File: config.mk
export PLATFORM = sky130hd
export DESIGN_NAME = apb_master_arbiter_flat
export DESIGN_NICKNAME = d
export VERILOG_FILES = /design/src/rtl/apb_arb_pkg.sv /design/src/rtl/apb_master_arbiter_if.sv /design/src/rtl/rr_arbiter.sv /design/src/rtl/apb_master_arbiter.sv /design/src/flat_wrapper.sv
export SDC_FILE = /design/constraint.sdc
export NUM_CORES = 1
export LEC_CHECK = 0
export ABC_AREA = 1
export CAP_MARGIN = 25
export CORE_AREA = 2 2 156 158
export DETAILED_ROUTE_END_ITERATION = 6
export DIE_AREA = 0 0 158 160
export PLACE_DENSITY = 0.77
export SLEW_MARGIN = 20
export SYNTH_ARGS = -nofsm -noshare
export SYNTH_HDL_FRONTEND = slang
export SYNTH_SLANG_ARGS = --single-unit
export TNS_END_PERCENT = 50
File: constraint.sdc
create_clock -name pclk -period 5.97 [get_ports pclk]
set_clock_uncertainty 0.15 [all_clocks]
set_input_delay 1.4925 -clock pclk [delete_from_list [all_inputs] [get_ports pclk]]
set_output_delay 1.4925 -clock pclk [all_outputs]
set_load 0.03 [all_outputs]
File: src/rtl/apb_arb_pkg.sv
// Shared types and default widths for the APB master arbiter.
package apb_arb_pkg;

  localparam int unsigned DefNreq    = 4;
  localparam int unsigned DefAw      = 32;
  localparam int unsigned DefDw      = 32;
  localparam int unsigned DefTimeout = 16;

  typedef enum logic [1:0] {
    ARB_IDLE,
    ARB_SETUP,
    ARB_ACCESS
  } apb_arb_state_e;

endpackage

File: src/rtl/apb_master_arbiter_if.sv
// Requester command/response channels plus the shared APB master port.
interface apb_master_arbiter_if
  import apb_arb_pkg::*;
#(
  parameter int unsigned NREQ = DefNreq,
  parameter int unsigned AW   = DefAw,
  parameter int unsigned DW   = DefDw
) ();

  // Requester side
  logic [NREQ-1:0]    req_valid;
  logic [NREQ-1:0]    req_ready;
  logic [NREQ-1:0]    req_write;
  logic [NREQ*AW-1:0] req_addr;
  logic [NREQ*DW-1:0] req_wdata;
  logic [NREQ-1:0]    rsp_valid;
  logic [DW-1:0]      rsp_rdata;
  logic               rsp_err;

  // APB side
  logic [AW-1:0]      paddr;
  logic               psel;
  logic               penable;
  logic               pwrite;
  logic [DW-1:0]      pwdata;
  logic               pready;
  logic [DW-1:0]      prdata;

  // Arbiter view
  modport master (
    input  req_valid, req_write, req_addr, req_wdata, pready, prdata,
    output req_ready, rsp_valid, rsp_rdata, rsp_err,
    output paddr, psel, penable, pwrite, pwdata
  );

  // Requesters and APB slave view
  modport slave (
    output req_valid, req_write, req_addr, req_wdata, pready, prdata,
    input  req_ready, rsp_valid, rsp_rdata, rsp_err,
    input  paddr, psel, penable, pwrite, pwdata
  );

endinterface

File: src/rtl/rr_arbiter.sv
// Combinational round-robin picker: search starts just after last_grant and wraps.
module rr_arbiter #(
  parameter int unsigned NREQ = 4
) (
  input  logic [NREQ-1:0]         req,
  input  logic [$clog2(NREQ)-1:0] last_grant,
  output logic [NREQ-1:0]         grant,
  output logic [$clog2(NREQ)-1:0] grant_idx
);

  localparam int unsigned IdxW = $clog2(NREQ);

  logic            found;
  logic [IdxW-1:0] cand;

  // First requesting index in rotated priority order wins
  always_comb begin
    grant     = '0;
    grant_idx = '0;
    found     = 1'b0;
    cand      = '0;
    for (int i = 0; i < int'(NREQ); i++) begin
      cand = IdxW'((int'(last_grant) + 1 + i) % int'(NREQ));
      if (!found && req[cand]) begin
        found       = 1'b1;
        grant[cand] = 1'b1;
        grant_idx   = cand;
      end
    end
  end

endmodule

File: src/rtl/apb_master_arbiter.sv
// Round-robin arbiter sharing one APB master port between NREQ requesters.
module apb_master_arbiter
  import apb_arb_pkg::*;
#(
  parameter int unsigned NREQ    = DefNreq,
  parameter int unsigned AW      = DefAw,
  parameter int unsigned DW      = DefDw,
  parameter int unsigned TIMEOUT = DefTimeout
) (
  input  logic                 pclk,
  input  logic                 rst_n,
  apb_master_arbiter_if.master bus
);

  localparam int unsigned IdxW = $clog2(NREQ);
  localparam int unsigned CntW = $clog2(TIMEOUT + 1);

  apb_arb_state_e  state_q, state_d;
  logic [IdxW-1:0] last_grant_q, last_grant_d;
  logic [IdxW-1:0] gnt_idx_q, gnt_idx_d;
  logic [CntW-1:0] wait_cnt_q, wait_cnt_d;

  logic [AW-1:0]   paddr_q, paddr_d;
  logic [DW-1:0]   pwdata_q, pwdata_d;
  logic            pwrite_q, pwrite_d;
  logic            psel_q, psel_d;
  logic            penable_q, penable_d;

  logic [NREQ-1:0] rsp_valid_q, rsp_valid_d;
  logic [DW-1:0]   rsp_rdata_q, rsp_rdata_d;
  logic            rsp_err_q, rsp_err_d;

  logic [NREQ-1:0] arb_grant;
  logic [IdxW-1:0] arb_idx;

  rr_arbiter #(
    .NREQ(NREQ)
  ) u_rr_arbiter (
    .req        (bus.req_valid),
    .last_grant (last_grant_q),
    .grant      (arb_grant),
    .grant_idx  (arb_idx)
  );

  // Accept is only offered while idle; grant vector is already one-hot
  always_comb begin
    bus.req_ready = (state_q == ARB_IDLE) ? arb_grant : '0;
  end

  // Next-state logic for the APB phase sequencer and its registers
  always_comb begin
    state_d      = state_q;
    last_grant_d = last_grant_q;
    gnt_idx_d    = gnt_idx_q;
    wait_cnt_d   = wait_cnt_q;
    paddr_d      = paddr_q;
    pwdata_d     = pwdata_q;
    pwrite_d     = pwrite_q;
    psel_d       = psel_q;
    penable_d    = penable_q;
    rsp_valid_d  = '0;
    rsp_rdata_d  = rsp_rdata_q;
    rsp_err_d    = 1'b0;

    unique case (state_q)
      ARB_IDLE: begin
        if (|bus.req_valid) begin
          gnt_idx_d    = arb_idx;
          last_grant_d = arb_idx;
          paddr_d      = bus.req_addr[arb_idx*AW +: AW];
          pwdata_d     = bus.req_wdata[arb_idx*DW +: DW];
          pwrite_d     = bus.req_write[arb_idx];
          psel_d       = 1'b1;
          state_d      = ARB_SETUP;
        end
      end
      ARB_SETUP: begin
        penable_d  = 1'b1;
        wait_cnt_d = '0;
        state_d    = ARB_ACCESS;
      end
      ARB_ACCESS: begin
        // A ready slave wins even on the edge the timeout would fire
        if (bus.pready) begin
          rsp_valid_d[gnt_idx_q] = 1'b1;
          rsp_rdata_d            = pwrite_q ? '0 : bus.prdata;
          psel_d                 = 1'b0;
          penable_d              = 1'b0;
          state_d                = ARB_IDLE;
        end else if (wait_cnt_q == CntW'(TIMEOUT - 1)) begin
          rsp_valid_d[gnt_idx_q] = 1'b1;
          rsp_rdata_d            = '0;
          rsp_err_d              = 1'b1;
          psel_d                 = 1'b0;
          penable_d              = 1'b0;
          state_d                = ARB_IDLE;
        end else begin
          wait_cnt_d = wait_cnt_q + 1'b1;
        end
      end
      default: state_d = ARB_IDLE;
    endcase
  end

  // State and output registers; reset restarts priority at requester 0
  always_ff @(posedge pclk or negedge rst_n) begin
    if (!rst_n) begin
      state_q      <= ARB_IDLE;
      last_grant_q <= IdxW'(NREQ - 1);
      gnt_idx_q    <= '0;
      wait_cnt_q   <= '0;
      paddr_q      <= '0;
      pwdata_q     <= '0;
      pwrite_q     <= 1'b0;
      psel_q       <= 1'b0;
      penable_q    <= 1'b0;
      rsp_valid_q  <= '0;
      rsp_rdata_q  <= '0;
      rsp_err_q    <= 1'b0;
    end else begin
      state_q      <= state_d;
      last_grant_q <= last_grant_d;
      gnt_idx_q    <= gnt_idx_d;
      wait_cnt_q   <= wait_cnt_d;
      paddr_q      <= paddr_d;
      pwdata_q     <= pwdata_d;
      pwrite_q     <= pwrite_d;
      psel_q       <= psel_d;
      penable_q    <= penable_d;
      rsp_valid_q  <= rsp_valid_d;
      rsp_rdata_q  <= rsp_rdata_d;
      rsp_err_q    <= rsp_err_d;
    end
  end

  // Drive registered values onto the interface
  always_comb begin
    bus.paddr     = paddr_q;
    bus.pwdata    = pwdata_q;
    bus.pwrite    = pwrite_q;
    bus.psel      = psel_q;
    bus.penable   = penable_q;
    bus.rsp_valid = rsp_valid_q;
    bus.rsp_rdata = rsp_rdata_q;
    bus.rsp_err   = rsp_err_q;
  end

endmodule

File: src/flat_wrapper.sv
// flat-port wrapper written by rule: the top's interface ports become plain ports
module apb_master_arbiter_flat import apb_arb_pkg::*;
#(
  parameter int unsigned NREQ    = DefNreq,
  parameter int unsigned AW      = DefAw,
  parameter int unsigned DW      = DefDw,
  parameter int unsigned TIMEOUT = DefTimeout
)
  (pclk, rst_n, bus_req_valid, bus_req_write, bus_req_addr, bus_req_wdata, bus_pready, bus_prdata, bus_req_ready, bus_rsp_valid, bus_rsp_rdata, bus_rsp_err, bus_paddr, bus_psel, bus_penable, bus_pwrite, bus_pwdata);
  apb_master_arbiter_if #(.NREQ(NREQ), .AW(AW), .DW(DW)) bus_i ();
  input  logic pclk;
  input  logic rst_n;
  input wire logic [$bits(bus_i.req_valid)-1:0] bus_req_valid;
  input wire logic [$bits(bus_i.req_write)-1:0] bus_req_write;
  input wire logic [$bits(bus_i.req_addr)-1:0] bus_req_addr;
  input wire logic [$bits(bus_i.req_wdata)-1:0] bus_req_wdata;
  input wire logic [$bits(bus_i.pready)-1:0] bus_pready;
  input wire logic [$bits(bus_i.prdata)-1:0] bus_prdata;
  output wire logic [$bits(bus_i.req_ready)-1:0] bus_req_ready;
  output wire logic [$bits(bus_i.rsp_valid)-1:0] bus_rsp_valid;
  output wire logic [$bits(bus_i.rsp_rdata)-1:0] bus_rsp_rdata;
  output wire logic [$bits(bus_i.rsp_err)-1:0] bus_rsp_err;
  output wire logic [$bits(bus_i.paddr)-1:0] bus_paddr;
  output wire logic [$bits(bus_i.psel)-1:0] bus_psel;
  output wire logic [$bits(bus_i.penable)-1:0] bus_penable;
  output wire logic [$bits(bus_i.pwrite)-1:0] bus_pwrite;
  output wire logic [$bits(bus_i.pwdata)-1:0] bus_pwdata;
  assign bus_i.req_valid = bus_req_valid;
  assign bus_i.req_write = bus_req_write;
  assign bus_i.req_addr = bus_req_addr;
  assign bus_i.req_wdata = bus_req_wdata;
  assign bus_i.pready = bus_pready;
  assign bus_i.prdata = bus_prdata;
  assign bus_req_ready = bus_i.req_ready;
  assign bus_rsp_valid = bus_i.rsp_valid;
  assign bus_rsp_rdata = bus_i.rsp_rdata;
  assign bus_rsp_err = bus_i.rsp_err;
  assign bus_paddr = bus_i.paddr;
  assign bus_psel = bus_i.psel;
  assign bus_penable = bus_i.penable;
  assign bus_pwrite = bus_i.pwrite;
  assign bus_pwdata = bus_i.pwdata;
  apb_master_arbiter #(.NREQ(NREQ), .AW(AW), .DW(DW), .TIMEOUT(TIMEOUT)) u_core (.pclk(pclk), .rst_n(rst_n), .bus(bus_i));
endmodule
==> results.cfg <==
[outcome]
outcome = complete, no violations

[finish]
drive_above_1_share_pct = 3.956
postLayoutCoreUtil_pct = 55.00
stdcell_area_mm2 = 0.01310
fillerInstances = 2327
syn_to_final_growth_pct = 58.68
final_nets = 2017
final_cell_mix = nand2_1, clkdlybuf4s50_1, nand3_1
final_common_cell = nand2_1

[cts]
clkTransAtPathRegs_ps = 60
cts_buffer_depth = 2
root_buffer = clkbuf_16
cts_sinks = 115
cts_tree = done
cts_buffers = 17
clk_latency_ps = 410
h-tree-depth = 4
cts_hold_buf = 0
cts_resized = 0
cts_setup_buffers = 0

[floorplanning]
die_h_um = 160
num_rows = 57
coreArea_mm2 = 0.02382
ios = 407
die_area_mm2 = 0.02528
die_x_um = 158
start_util_pct = 34.66

[grt]
grt_overflow = 0
grt_usage_pct = 23.33
grt_antenna_before_repair = 2
grt_pass1_vias = 8898
grt_pass1_wl_um = 46470
grt_max_degree = 132

[worst_setup_path]
start_kind = input port
crit_arrival_ps = 3880
end_kind = primary output
worstRegToRegCells = 16
worstSetupPathType = input port to primary output
critical_path_peak_fanout = 4
crit_required_ps = 4330

[detailed_routing]
firstDrtPassIters = 6
drc = 0
vias = 9650
first_iter_violations = 704
final_antenna_net_count = 0
viasPerCell = 4.721
drt-wirelength-per-cell_um = 14.67
routed_wl_um = 29980

[timing]
max_freq_mhz = 181.2
rsz0062_at_grt = no
setup_violations = 0
finalWorstSetupSlack_ps = 451.0
period_needed_ps = 5519
finalMaxSlewViolations = 0
max_slew_margin_pct = 29.69
finalSetupTns_ps = 0
finalCritPeriodShare_pct = 92.45
worstMarginPinSlew_ps = 1055
hold_viol = 0

[run]
max-cap-violations = 0

[pwr]
peakVddDrop_mv = 0.6242
power.density_mw_per_mm2 = 662.6
p_leak_nw = 7.099

[synth]
yosys_warnings = 0
synth.distinct_cells = 30
syn_area_mm2 = 0.008257
syn_inst = 1350
synth_nets = 1661
syn_area_per_cell_um2 = 6.116
synth.ff_latch_count = 115
seq_area_frac_synth_pct = 34.88

[placement]
gp_congestion = 0.8804
placed_cell_area_mm2 = 0.01243
port_buffers = 406
dp_slack_ps = 475.3
hpwl_um = 21620

[hold_path]
holdCritPathClass = flop to flop
min_path_cells = 1
[cells in the mapped netlist]
library cell | n | area share, %
buf_2 | 28 | 1.7
a21oi_1 | 8 | 0.48
ha_1 | 12 | 1.8
o32ai_1 | 1 | 0.11
a32o_1 | 1 | 0.12
dfstp_2 | 2 | 0.64
nor3_1 | 9 | 0.55
dfrtp_1 | 113 | 34
a31oi_1 | 1 | 0.076
o22ai_1 | 2 | 0.15
nor2_1 | 11 | 0.50
a41oi_1 | 2 | 0.21
nor4_1 | 1 | 0.076
o21a_1 | 1 | 0.091
clkbuf_1 | 35 | 1.6
buf_6 | 4 | 0.55
o21ai_0 | 9 | 0.55
nand2_2 | 8 | 0.61
nand2_1 | 488 | 22
nand3_2 | 1 | 0.12
o21ai_1 | 1 | 0.061
nand4_2 | 1 | 0.15
inv_1 | 285 | 13
inv_2 | 5 | 0.23
nand4_4 | 1 | 0.26
nand3_1 | 303 | 18
nand2_4 | 1 | 0.14
buf_4 | 14 | 1.3
nor2_4 | 1 | 0.14
inv_4 | 1 | 0.076
[state kept, by name (all words and copies together) (netlist names)]
name / flops
u_core.state_q: 2
u_core.gnt_idx_q: 2
u_core.bus.rsp_err: 1
u_core.bus.pwdata: 32
u_core.bus.rsp_rdata: 32
u_core.bus.penable: 1
u_core.bus.paddr: 32
u_core.wait_cnt_q: 5
u_core.bus.rsp_valid: 4
u_core.last_grant_q: 2
u_core.bus.psel: 1
u_core.bus.pwrite: 1
[per-stage QoR]
stage / hold WS [ps] / total power, mW / std cells
floorplan: 282.1 / 5.784 / 1350
global placement: 302.5 / 7.481 / 2009
detailed placement: 307.9 / 7.580 / 2009
CTS: 311.1 / 8.718 / 2041
global route: 327.3 / 9.491 / 2044
finish: 313.0 / 8.681 / 2044
[critical path: stages]
cell and delay [ps]:
clkdlybuf4s50_1 540, nand2_1 90, nand3_1 90, nand2_1 150
nor3_1 470, nand2_1 90, a41oi_1 220, clkdlybuf4s50_1 730
[path summary, 6_finish.rpt]
check / startpoint / to / slack, ps
max: bus_req_valid[2] / bus_req_ready[3] / 450
min reg2reg: u_core.gnt_idx_q[1]$_DFFE_PN0P_ / u_core.bus.rsp_valid[0]$_DFF_PN0_ / 310
max in group asynchronous: rst_n / u_core.bus.paddr[30]$_DFFE_PN0P_ / 4000
max reg2reg: u_core.last_grant_q[0]$_DFFE_PN1P_ / u_core.bus.pwdata[26]$_DFFE_PN0P_ / 2230
min in group asynchronous: rst_n / u_core.bus.rsp_rdata[27]$_DFFE_PN0P_ / 800
min: u_core.gnt_idx_q[1]$_DFFE_PN0P_ / u_core.bus.rsp_valid[0]$_DFF_PN0_ / 310
[cell type report]
cell class	instances	area, µm²	share of cell area (%)
inverter	291	1095	8.356
antenna	1	2.502	0.01910
clock inverter	13	181.4	1.385
sequential	115	2880	21.98
tap	324	405.4	3.094
timing repair buffer	418	4209	32.13
multi-input combinational	863	3885	29.65
clock buffer	19	442.9	3.381
[layer usage]
layer  vias up  share of wire, %  track usage, %
met5         -             0.043               0
met4         2               3.6           9.378
met3        68               8.4           5.563
met2       406                49           39.74
met1      4381                39           28.17
li1       4793                 -               -
[logic make-up after synthesis]
| logic type | after synthesis | share of synthesized area, % |
|---|---|---|
| simple gates | 825 | 43.08 |
| buf+inv | 372 | 18.37 |
| flops | 115 | 34.88 |
| compound gates | 26 | 1.849 |
| fa+ha+maj | 12 | 1.818 |
[report_power, final]
part | total, mW | switching [mW] | internal (mW) | leakage, nW
clock network | 1.09 | 0.380 | 0.710 | 0.304
registers | 1.38 | 0.213 | 1.17 | 1.44
logic | 6.21 | 4.10 | 2.11 | 5.35
Note: power is estimated with default switching activity, not from simulation.
